[config.mk]
export PLATFORM = sky130hd
export DESIGN_NAME = decode
export DESIGN_NICKNAME = d
export VERILOG_FILES = /design/src/rtl/decode.sv
export SDC_FILE = /design/constraint.sdc
export NUM_CORES = 2
export LEC_CHECK = 0
export ABC_CLOCK_PERIOD_IN_PS = 1900
export BUFFER_PORTS_ARGS = -buffer_cell sky130_fd_sc_hd__buf_2
export CORE_MARGIN = 1
export CORE_UTILIZATION = 60
export DETAILED_ROUTE_END_ITERATION = 7
export PLACE_DENSITY = 0.77
export SETUP_SLACK_MARGIN = 0.4
export SYNTH_ARGS = -nofsm -noshare
export SYNTH_HDL_FRONTEND = slang
export SYNTH_SLANG_ARGS = --single-unit
[constraint.sdc]
create_clock -name clk -period 1.9 [get_ports clk]
set_input_delay 0.38 -clock clk [delete_from_list [all_inputs] [get_ports clk]]
set_output_delay 0.38 -clock clk [all_outputs]
set_load 0.005 [all_outputs]
[src/rtl/decode.sv]
// Decode-stage register file: 2**ADDR_WIDTH x DATA_WIDTH, two registered read ports, one write port.
// Optional macro DECODE_BYPASS_EN: read/write collisions return the new write data (write-first).
module decode #(
    parameter int DATA_WIDTH = 32,
    parameter int ADDR_WIDTH = 5
) (
    input  logic                  clk,
    input  logic                  reset,
    input  logic                  chip_en,
    input  logic                  writeEnable,
    input  logic [ADDR_WIDTH-1:0] regNum0,
    output logic [DATA_WIDTH-1:0] dataOut0,
    input  logic [ADDR_WIDTH-1:0] regNum1,
    output logic [DATA_WIDTH-1:0] dataOut1,
    input  logic [ADDR_WIDTH-1:0] wRegNum,
    input  logic [DATA_WIDTH-1:0] wDataIn
);

    localparam int unsigned DEPTH = 2 ** ADDR_WIDTH;

    // Entry 0 is never stored; it reads as zero.
    logic [DATA_WIDTH-1:0] reg_mem [1:DEPTH-1];

    logic                  wr_act;
    logic [DATA_WIDTH-1:0] rd0;
    logic [DATA_WIDTH-1:0] rd1;

    assign wr_act = writeEnable && (wRegNum != '0);

    always_comb begin
        rd0 = '0;
        rd1 = '0;
        if (regNum0 != '0) rd0 = reg_mem[regNum0];
        if (regNum1 != '0) rd1 = reg_mem[regNum1];
`ifdef DECODE_BYPASS_EN
        // wr_act already excludes register 0, so a zero read stays zero.
        if (wr_act && (regNum0 == wRegNum)) rd0 = wDataIn;
        if (wr_act && (regNum1 == wRegNum)) rd1 = wDataIn;
`endif
    end

    always_ff @(posedge clk or negedge reset) begin
        if (!reset) begin
            for (int unsigned i = 1; i < DEPTH; i++) begin
                reg_mem[ADDR_WIDTH'(i)] <= '0;
            end
            dataOut0 <= '0;
            dataOut1 <= '0;
        end else if (chip_en) begin
            if (wr_act) reg_mem[wRegNum] <= wDataIn;
            dataOut0 <= rd0;
            dataOut1 <= rd1;
        end
    end

endmodule

==> flow_summary.ini <==
[status]
outcome = finished, final reports clean

[logic_synthesis]
ys.flop_type = dfrtp_1
yosysTopAreaCell = dfrtp_1
synth_xor_area_share_pct = 0
postSynthAreaPerCell_um2 = 15.3
ys_types = 40
synth_mux_area_share_pct = 42.0
synth_top_family_by_area = multiplexers
synth_edf_count = 0
synth-seq-cells = 1056
synth_area_leaders = dfrtp_1 48%, mux2_2 21%, mux4_2 18%
yosys_warnings = 0
syn_area_um2 = 54800
yosys.area_share.simple_pct = 1.67
async_flop_share_pct = 100
yosys.area.top_type_share_pct = 48.2
ys_seq_area_share_pct = 48.2
synthesis.nets = 3639
yosys.area_share.adder_pct = 0
syn_inst = 3588
synth-compound-area-share_pct = 4.83

[setup_path]
worst_path_largest_cell_delay_ns = 0.51
crit_type = reg -> reg
cp_max_fo = 3
critPathCaptureType = flip-flop
startpoint_type = flip-flop
worst_path_most_repeated_cell = mux4_2
slowest_stage = mux4_2
critPathTopFamily = multiplexers
cp.required_ns = 2.48
worstPathArrival_ns = 2.41
crit_buf_inv = 0
worstPathCellList = mux4_2 > mux4_2 > a221o_1

[floorplanning]
ios = 115
start_util_pct = 60.7
die_w_um = 304
dieArea_um2 = 92500
dieHeight_um = 304
core_area_um2 = 90300
num_rows = 110

[cts]
cts_buffers = 110
cts_sinks = 1056
root_buffer = clkbuf_16
cts_tree = yes
h-tree-depth = 3
insertion_delay_ns = 0.70
clockBufferDepth = 3
clkSlewWorstSetupHoldPaths_ns = 0.06

[sta]
fin_crit_ns = 1.82
setup_tns_ns = 0
whs_ns = 0.171
maxSlewViolCount = 0
max_freq_ghz = 0.548
finalSetupViolCount = 0
final_hold_viol_count = 0
rsz0062_at_grt = yes
fin_crit_sh_pct = 96.0
slew_headroom_pct = 18.8
clock-skew-final_ns = 0.0133
worst_pin_slew_ns = 1.21

[power]
p_per_area_nw_per_um2 = 946
p_total_mw = 63.8
p_leak_nw = 30.7
max-vdd-ir-drop_mv = 0.737

[finish]
area_delta_synth_final_pct = 23.2
final_cell_area_um2 = 67500
utilization_pct = 74.8
drive_above_1_share_pct = 62.3
nNetsFinal = 4094

[placement]
io_buffer_count = 114
post-dp-hpwl_um = 121000
postPlaceCellArea_um2 = 61300
gp_congestion = 0.951

[global_routing]
grt_pass1_vias = 41131
grt_overflow = 0
grt_start_max_net_pins = 90
grt_use_total_pct = 40.9
antenna_found_initial = 12
grt_first_pass_wirelength_um = 277000

[detailed_routing]
drc = 0
drtIter0Drc = 4729
post_drt_via_cell_ratio = 7.37
routed_wl_um = 187000
dr.pass1.iters = 6
wl_per_cell_um = 35.2
vias = 39229
ant_nets = 0

[run]
maxCapViolCount = 0

[hold_path]
hold_class = in -> async
## what timing repair did
item                       4_1_cts  5_1_grt
gates cloned                     1        0
pin swaps                       31       24
setup buffers                  144       49
hold buffers                     1        0
hold endpoints to repair       163        0
setup endpoints to repair      128      149
resized for setup              112       51
## worst reg2reg max path: cells and delay by family, from the launching register on
family	cells	cell delay (ns)
compound gates	1	0.32
mux	2	0.99
flops	1	0.40
## worst paths after layout
path	startpoint	endpoint	slack, ns	cells after the start
max reg2reg	reg_mem[394]	dataOut1[10]	0.08	3
min	reset	reg_mem[889]	0.17	2
max	reg_mem[394]	dataOut1[10]	0.08	3
min reg2reg	reg_mem[376]	reg_mem[376]	0.52	1
max in group asynchronous	reset	reg_mem[106]	0.83	4
min in group clk	regNum1[4]	dataOut1[31]	0.26	4
## cell type report
class	count	area, um^2
Clock buffer	160	3260
Inverter	3	11.3
Fill cell	5092	22800
Clock inverter	45	688
Tap cell	1176	1470
Multi-Input combinational cell	2132	28100
Antenna cell	11	27.5
Sequential cell	1056	26400
Timing Repair Buffer	740	7510
## stage by stage
stage          instances  worst slack [ns]
2_1_floorplan       3588            -0.214
6_report            5323            0.0767
4_1_cts             5263            0.0798
3_3_place_gp        4912            -0.524
3_5_place_dp        4912            -0.572
5_1_grt             5316            0.0305
## cells in the mapped netlist, drive strengths merged, types with 17 or more instances
master and count:
mux2 1059, nor3 21, clkbuf 207, a221oi 80, o22ai 31, dfrtp 1056, buf 190, nor2 52
a211oi 51, nand2 35, o41ai 17, a221o 47, mux4 442, mux2i 115, a2111oi 31, nor2b 50
o21ai 33
## state kept, by name (all words and copies together) (netlist names)
register / cells
dataOut0: 32
dataOut1: 32
reg_mem: 992
## cell families (layout without fill, tap and decap cells)
group,count (synthesis),in the layout
compound gates,330,330
flops,1056,1056
simple gates,186,186
other cells,0,11
mux,1616,1616
buf+inv,400,948
## metal layers
metal | routed length (um) | up-vias | global-route usage [%]
met5 | 26 | - | 0
met4 | 10700 | 4 | 21.9
met3 | 23800 | 677 | 13.6
met2 | 83200 | 2998 | 59.5
met1 | 69700 | 20569 | 54.8
li1 | - | 14981 | -
## where the power goes
part	total (mW)	switching [mW]	internal, mW
logic	12.1	4.91	7.20
registers	28.1	2.59	25.5
clock network	23.6	9.44	14.2
total	63.8	16.9	46.9
## placed cells by master (no fill, tap or decap), types with 39 or more instances in the layout
cell / instances
a211oi_2: 39
a221o_1: 47
mux2i_1: 109
clkbuf_16: 113
buf_12: 149
buf_4: 469
mux2_2: 889
a221oi_1: 57
dfrtp_1: 1040
buf_2: 67
buf_6: 44
mux2_4: 148
mux4_2: 442
No activity file was read; power rests on OpenSTA's default activity.
